$ cat src/rtl/blob_report_scheduler.sv
// Frame-level readout controller: snapshots the blob box table on end-of-frame and
// streams a header plus one record per live box over a valid/ready interface.
module blob_report_scheduler #(
  parameter int unsigned MAX_OBJ_NUM = 15,
  parameter int unsigned B_BITS      = 4,
  parameter int unsigned FID_W       = 16
) (
  input  logic                      app_clk,
  input  logic                      app_rst_n,
  input  logic                      enable,
  input  logic                      frame_done,
  input  logic [MAX_OBJ_NUM*44-1:0] boxes_in,
  input  logic [MAX_OBJ_NUM-1:0]    valid_mask_in,
  output logic                      out_valid,
  input  logic                      out_ready,
  output logic                      out_sof,
  output logic                      out_eof,
  output logic [47:0]               out_data,
  output logic                      busy,
  output logic [FID_W-1:0]          frame_id,
  output logic [FID_W-1:0]          drop_count
);

  localparam int unsigned BOX_W  = 44;
  localparam int unsigned DATA_W = 48;
  localparam int unsigned PAD_W  = DATA_W - FID_W - B_BITS;

  typedef enum logic [1:0] {IDLE, HDR, BOX} state_t;

  state_t                       state;
  logic [MAX_OBJ_NUM*BOX_W-1:0] snap;
  logic [MAX_OBJ_NUM-1:0]       rem;
  logic [B_BITS-1:0]            cur_idx;

  logic [MAX_OBJ_NUM-1:0]       rem_clr;
  logic [B_BITS-1:0]            hdr_idx;
  logic [B_BITS-1:0]            nxt_idx;
  logic [DATA_W-1:0]            hdr_rec;
  logic [DATA_W-1:0]            nxt_rec;
  logic                         frame_evt;

  function automatic logic [B_BITS-1:0] lowest(input logic [MAX_OBJ_NUM-1:0] m);
    logic [B_BITS-1:0] r;
    r = '0;
    for (int i = int'(MAX_OBJ_NUM) - 1; i >= 0; i--) begin
      if (m[i]) r = B_BITS'(i);
    end
    return r;
  endfunction

  function automatic logic [B_BITS-1:0] popcnt(input logic [MAX_OBJ_NUM-1:0] m);
    logic [B_BITS-1:0] r;
    r = '0;
    for (int i = 0; i < int'(MAX_OBJ_NUM); i++) begin
      r = r + B_BITS'(m[i]);
    end
    return r;
  endfunction

  function automatic logic single_bit(input logic [MAX_OBJ_NUM-1:0] m);
    return (m != '0) && ((m & (m - MAX_OBJ_NUM'(1))) == '0);
  endfunction

  // Candidate records for the first box (from HDR) and the box after the current one.
  always_comb begin
    rem_clr   = rem & ~(MAX_OBJ_NUM'(1) << cur_idx);
    hdr_idx   = lowest(rem);
    nxt_idx   = lowest(rem_clr);
    hdr_rec   = {4'(hdr_idx), snap[BOX_W*hdr_idx +: BOX_W]};
    nxt_rec   = {4'(nxt_idx), snap[BOX_W*nxt_idx +: BOX_W]};
    frame_evt = frame_done && enable;
  end

  always_ff @(posedge app_clk or negedge app_rst_n) begin
    if (!app_rst_n) begin
      state      <= IDLE;
      snap       <= '0;
      rem        <= '0;
      cur_idx    <= '0;
      out_valid  <= 1'b0;
      out_sof    <= 1'b0;
      out_eof    <= 1'b0;
      out_data   <= '0;
      busy       <= 1'b0;
      frame_id   <= '0;
      drop_count <= '0;
    end else begin
      // A frame arriving while a report drains only bumps the id and the drop counter.
      if (frame_evt && state != IDLE) begin
        frame_id <= frame_id + FID_W'(1);
        if (drop_count != '1) drop_count <= drop_count + FID_W'(1);
      end
      case (state)
        IDLE: begin
          if (frame_evt) begin
            snap      <= boxes_in;
            rem       <= valid_mask_in;
            frame_id  <= frame_id + FID_W'(1);
            out_valid <= 1'b1;
            busy      <= 1'b1;
            out_sof   <= 1'b1;
            out_eof   <= (valid_mask_in == '0);
            out_data  <= {frame_id + FID_W'(1), PAD_W'(0), popcnt(valid_mask_in)};
            state     <= HDR;
          end
        end
        HDR: begin
          if (out_ready) begin
            out_sof <= 1'b0;
            if (rem == '0) begin
              out_valid <= 1'b0;
              busy      <= 1'b0;
              out_eof   <= 1'b0;
              state     <= IDLE;
            end else begin
              cur_idx  <= hdr_idx;
              out_data <= hdr_rec;
              out_eof  <= single_bit(rem);
              state    <= BOX;
            end
          end
        end
        BOX: begin
          if (out_ready) begin
            rem <= rem_clr;
            if (rem_clr == '0) begin
              out_valid <= 1'b0;
              busy      <= 1'b0;
              out_eof   <= 1'b0;
              state     <= IDLE;
            end else begin
              cur_idx  <= nxt_idx;
              out_data <= nxt_rec;
              out_eof  <= single_bit(rem_clr);
            end
          end
        end
        default: state <= IDLE;
      endcase
    end
  end

endmodule

$ cat config.mk
export PLATFORM = sky130hd
export DESIGN_NAME = blob_report_scheduler
export DESIGN_NICKNAME = d
export VERILOG_FILES = /design/src/rtl/blob_report_scheduler.sv
export SDC_FILE = /design/constraint.sdc
export NUM_CORES = 2
export LEC_CHECK = 0
export ABC_CLOCK_PERIOD_IN_PS = 7000
export BUFFER_PORTS_ARGS = -buffer_cell sky130_fd_sc_hd__buf_2
export CAP_MARGIN = 0
export CORE_MARGIN = 2
export CORE_UTILIZATION = 25
export CTS_CLUSTER_DIAMETER = 30
export DETAILED_ROUTE_END_ITERATION = 10
export GPL_TIMING_DRIVEN = 0
export SLEW_MARGIN = 25
export SYNTH_ARGS = -nofsm -noshare
export SYNTH_HDL_FRONTEND = slang
export SYNTH_SLANG_ARGS = --single-unit
$ cat constraint.sdc
create_clock -name app_clk -period 7 [get_ports app_clk]
set_clock_uncertainty 0.05 [all_clocks]
set_input_delay 0.7 -clock app_clk [delete_from_list [all_inputs] [get_ports app_clk]]
set_output_delay 0.7 -clock app_clk [all_outputs]
set_load 0.02 [all_outputs]
# Word-level counts from Yosys, hierarchy flattened

Cells that the tools add are included.

ROM bits: 0
Bits of input ports: 680
Word-level logic and storage cells: 140
Memories: 0
Register bits: 764
Output and inout port bits: 84
RAM bits: 0
Latch bits: 0

Shifts and indexed selects: 3
Mux-type cells: 67
$lt $le $gt $ge: 0
$add $sub $neg: 18
Div/mod/pow operators: 0
Equality and inequality tests: 10
Multiply operators: 2
Reductions and logical operators: 26
Bitwise operators: 4

Operator list:

| operator              | number |
|---|---|
| $shiftx 660x11->44    | 2 |
| $mux 48               | 5 |
| $pmux 48 s3           | 1 |
| $mux 4                | 34 |
| $logic_not 15->1      | 5 |
| $mux 16               | 3 |
| $and 15x15->15        | 3 |
| $add 4x1->4           | 11 |
| $add 16x1->16 const B | 2 |
| $mux 15               | 2 |
| $pmux 15 s2           | 1 |
| $reduce_bool 15->1    | 2 |
| $sub 15x1->15 const B | 2 |
| $mul 4x4->8 const A   | 2 |
| $ne 16x16->1 const B  | 1 |
| $not 15->15           | 1 |
| $shl 1x4->15 const A  | 1 |
| $ne 2x2->1 const B    | 7 |
| $reduce_and 6->1      | 2 |
| $mux 1                | 11 |
| $mux 2                | 5 |
| $pmux 4 s2            | 1 |
| $reduce_and 4->1      | 2 |
| $reduce_bool 2->1     | 4 |
| other kinds (14)      | 20 |

# Logic depth before layout (Yosys ltp)

Word-level depth: 23
Depth in mapped cells: 15
Depth with buffers taken out: 14

# Least setup slack after synthesis

OpenSTA, ideal clock, no wires.

Path type: input to register
From: input valid_mask_in[5]
To: register out_data[2]
Path buffers: 0
Required time: 6.804 ns
Arrival time: 4.114 ns
Path slack: 2.690 ns
Library setup time: 0.146 ns
Stages: 13
Path through: inv_1 -> fa_1 -> fa_1 -> fa_1 -> fa_1 -> inv_1 -> fa_1 -> fa_1 -> xor2_1 -> nand2b_1 -> o311ai_1 -> a211oi_1 -> a311oi_1

Cells in the longest elaborated chain, start to end: 12

Ends and longest elaborated chain:

| element                    | line | text |
|---|---|---|
| from (decl)                | 13   | `input logic [MAX_OBJ_NUM-1:0] valid_mask_in,` |
| $add 4x1->4 (10 in series) | 55   | `r = r + B_BITS'(m[i]);` |
| $mux 48                    | 95   | `if (frame_evt) begin` |
| $pmux 48 s3                | 93   | `case (state)` |
| to (signal assigned)       | 103  | `out_data <= {frame_id + FID_W'(1), PAD_W'(0), popcnt(valid_mask_in)};` |
| to (signal assigned)       | 117  | `out_data <= hdr_rec;` |
| to (signal assigned)       | 133  | `out_data <= nxt_rec;` |
| to (decl)                  | 18   | `output logic [47:0] out_data,` |

No other way between the ends. The select of a mux whose other input is x is not followed.
A chain may end at the register's enable or synchronous reset.

# Worst setup path after layout

From: register rem[13]
To: register out_data[42]

Cells in the longest elaborated chain, start to end: 20
Elaborated cells between the ends (all ways): 43
Classes of those cells: mul (2); eq/ne (2); shift (2); mux (33); bitwise (1); reduce/logical (3)

Ends and longest elaborated chain:

| element                | line | text |
|---|---|---|
| from (decl)            | 32   | `logic [MAX_OBJ_NUM-1:0] rem;` |
| from (signal assigned) | 97   | `rem <= valid_mask_in;` |
| from (signal assigned) | 125  | `rem <= rem_clr;` |
| $and 15x15->15         | 66   | `rem_clr = rem & ~(MAX_OBJ_NUM'(1) << cur_idx);` |
| $mux 4 (14 in series)  | 46   | `if (m[i]) r = B_BITS'(i);` |
| $mul 4x4->8            | 70   | `nxt_rec = {4'(nxt_idx), snap[BOX_W*nxt_idx +: BOX_W]};` |
| $shiftx 660x11->44     | 70   |  |
| $mux 48                | 126  | `if (rem_clr == '0) begin` |
| $mux 48                | 124  | `if (out_ready) begin` |
| $pmux 48 s3            | 93   |  |

Parallel ways exist; a longest one is shown, timed or not. The select of a mux whose other input is x is not followed.

==> summary.md <==
| Metric | Value |
|---|---|
| Fraction of registers with async set/reset | 100% |
| P_leak | 0.0229 uW |
| Port bufs | 763 |
| Critical setup path kind | register to register |
| Routed WL | 181 mm |
| GRT Util Overall | 24.1% |
| Nets@finish | 4691 |
| Clk sinks | 764 |
| Via Count | 30050 |
| RePlAce Congestion | 0.902 |
| Starting Density | 25.1% |
| Top routing layer used | met5 |
| Via density | 4.93 |
| First-pass GRT wire length | 245 mm |
| Setup WS pre-CTS | 1.61 ns |
| R2r endpoint | out_data[42] |
| Yosys cell types | 84 |
| Met2 Wirelength | 86.7 mm |
| Yosys reg bits | 764 |
| Slowest CP cell | clkbuf_1 |
| Hold Path Cell Cnt | 2 |
| Post_cts resized | 0 |
| Syn_nets | 3600 |
| WL per Instance | 29.6 um |
| Final Hold Fails | 0 |
| Layout cell share with drive strength beyond 1 | 47.4% |
| Cells along the critical path | clkbuf_1, nor2b_1, o311a_1, o221ai_1, or3_1, clkbuf_1, o21ai_4, buf_6, buf_6, buf_4, buf_4, nand2_1, nand3_1, nand4_1, a31oi_1 |
| Power per cell area | 611 nW/um2 |
| Setup ws final | 1.74 ns |
| Tmin final | 5.26 ns |
| Die Wd | 384 um |
| # DRC | 0 |
| Fin Hold WS | 0.0545 ns |
| Routed Antenna Nets | 0 |
| Worst Hold Launch | boxes_in[586] |
| P&R area growth vs syn | 42.0% |
| Worst Path Arrival | 5.93 ns |
| Num CTS Buffers | 199 |
| Post-placement cell count | 5596 |
| Finished Layout Cells | 6098 |
| Vias in the first global route | 31355 |
| Slew Viols, Final | 0 |
| Worst hold path type | primary input to register |
| M1 wire length | 71.6 mm |
| Setup violators final | 0 |
| Largest net degree at the start of global routing | 128 |
| Grt ovf | 0 |
| Filler cell count | 14273 |
| Fin crit share | 75.1% |
| Number of synthesized flops with an enable pin | 0 |
| Cell area after synthesis | 36000 um2 |
| Post-CTS Hold Buffers | 98 |
| Leading cell type in the layout, fill and taps excluded | buf_2 |
| Initial antenna violation count | 77 |
| Met3 WL | 14.7 mm |
| Rel. slew slack | 25.3% |
| Worst hold endpoint | snap[586] |
| Clock Pin Slew Worst Setup and Hold Paths | 0.05 ns |
| Worst VDD drop | 0.000420 V |
| Synth warn | 0 |
| Syn avg cell area | 12.4 um2 |
| Crit end category | register |
| Least-Margin Pin Slew | 1.12 ns |
| CP Max Fanout | 10 |
| Req. time, crit path | 7.67 ns |
| Critical path launch point type | register |
| Flop2flop setup slack | 1.74 ns |
| R2R depth | 15 |
| DRT iter0 DRCs | 2482 |
| Die span in y | 384 um |
| I/O Pins | 764 |
| Post-CTS Setup Bufs | 0 |
| Drt first pass iters | 6 |
| Ys flop type | dfrtp_1 |
| Most frequent cells in the layout | buf_2 (800), dfrtp_1 (764), mux2_2 (685) |
| Worst-Skew Late Latency | 0.82 ns |
| Sequential fraction of the synthesis area | 53.1% |
| CTS tree | done |
| Status | complete, no violations |
| Die area | 147000 um2 |
| RSZ-0062 raised after global routing | false |
| Worst R2R Start | rem[13] |
| FP Rows | 139 |
| # Max-Cap Violations | 0 |
| Cell count after synthesis | 2901 |
| Post-detail-place hpwl | 139 mm |
| Number of H-tree levels | 4 |
| CTS max path bufs | 3 |
| Core Area | 143000 um2 |
| Slowest cell delay on critical path | 0.50 ns |
| Root buffer cell | clkbuf_16 |
| Fmax | 0.190 GHz |
logic make-up after synthesis:
group | share of synthesized area (%)
simple gates | 8.23
mux | 26.7
buf+inv | 2.93
xor+xnor | 1.09
fa+ha+maj | 0.951
compound gates | 7.07
flops | 53.1
how the worst max path moves through the flow:
stage | start | endpoint | slack [ns] | depth (start not counted)
final | rem[13] | out_data[42] | 1.74 | 15
after global routing | rem[13] | out_data[38] | 1.48 | 14
after CTS | rem[13] | out_data[38] | 1.51 | 14
after detailed placement | cur_idx[3] | out_data[38] | 1.61 | 12
after global placement | app_rst_n | snap[115] | -12.29 | 1
after floorplan | valid_mask_in[5] | out_data[2] | 2.69 | 13
synthesized netlist by cell type, types with 7 or more instances:
library cell	n	area, um2
a222oi_1	28	280
buf_4	11	82.6
xnor2_1	28	245
inv_1	37	139
xor2_1	17	149
fa_1	10	200
mux2_2	685	7710
and3_1	9	56.3
nand4_1	11	68.8
mux2_1	35	394
dfrtp_1	764	19100
buf_2	36	180
nand2_1	331	1240
clkbuf_1	137	514
buf_6	10	113
a211oi_1	9	67.6
nand2b_1	10	62.6
nor3_1	12	60.1
o21ai_0	57	285
mux2i_1	87	871
ha_1	9	113
nor4_1	11	68.8
a21oi_1	96	480
nand3_1	108	541
a311oi_1	10	87.6
o211ai_1	27	203
mux4_2	28	631
a41o_1	28	280
and2_1	10	62.6
nor2_1	83	312
buf_1	7	26.3
o22ai_1	9	56.3
a31oi_1	14	87.6
o31ai_1	9	67.6
cell type report:
type                            instances  area, um2  area share, %
Sequential cell                       764      19100           37.4
Inverter                               37        139          0.271
Tap cell                             1903       2380           4.65
Buffer                                201        971           1.90
Antenna cell                           31       77.6          0.152
Timing Repair Buffer                  890       5370           10.5
Clock buffer                          258       5520           10.8
Clock inverter                        115       1690           3.30
Multi-Input combinational cell       1899      15900           31.1
per-stage QoR:
stage | utilization (%) | setup TNS [ns] | area, um2 | power [uW]
3_5_place_dp | 29.9 | 0 | 42900 | 21600
2_1_floorplan | - | 0 | 36000 | 15200
4_1_cts | 35.6 | 0 | 51100 | 31500
5_1_grt | 35.7 | 0 | 51100 | 32700
3_3_place_gp | 29.5 | -9182.64 | 42200 | 21200
6_report | 35.7 | 0 | 51200 | 31300
sequential cells by signal, summed over array words and instances, names as in the netlist:
signal,flops
busy,1
cur_idx,4
drop_count,16
frame_id,16
out_data,48
out_eof,1
out_sof,1
rem,15
snap,660
state,2
where the power goes:
| group | internal (uW) | switching [uW] | total [uW] |
|---|---|---|---|
| Clock | 6630 | 3060 | 9690 |
| Sequential | 6630 | 1390 | 8010 |
| Combinational | 5030 | 8540 | 13600 |
metal layers:
layer,GRT usage [%],vias up
met1,29.1,15312
met4,10.1,74
met2,39.7,1406
met3,7.18,430
met5,0,-
li1,-,12828
worst max-delay path: cells and delay by family, from the launching register on:
family | cells | cell delay [ns]
DFF | 1 | 0.38
buffers and inverters | 6 | 2.30
AOI/OAI and AO/OA | 4 | 1.13
and+or+nand+nor | 5 | 1.23
Power figures use the tool's default switching activity.
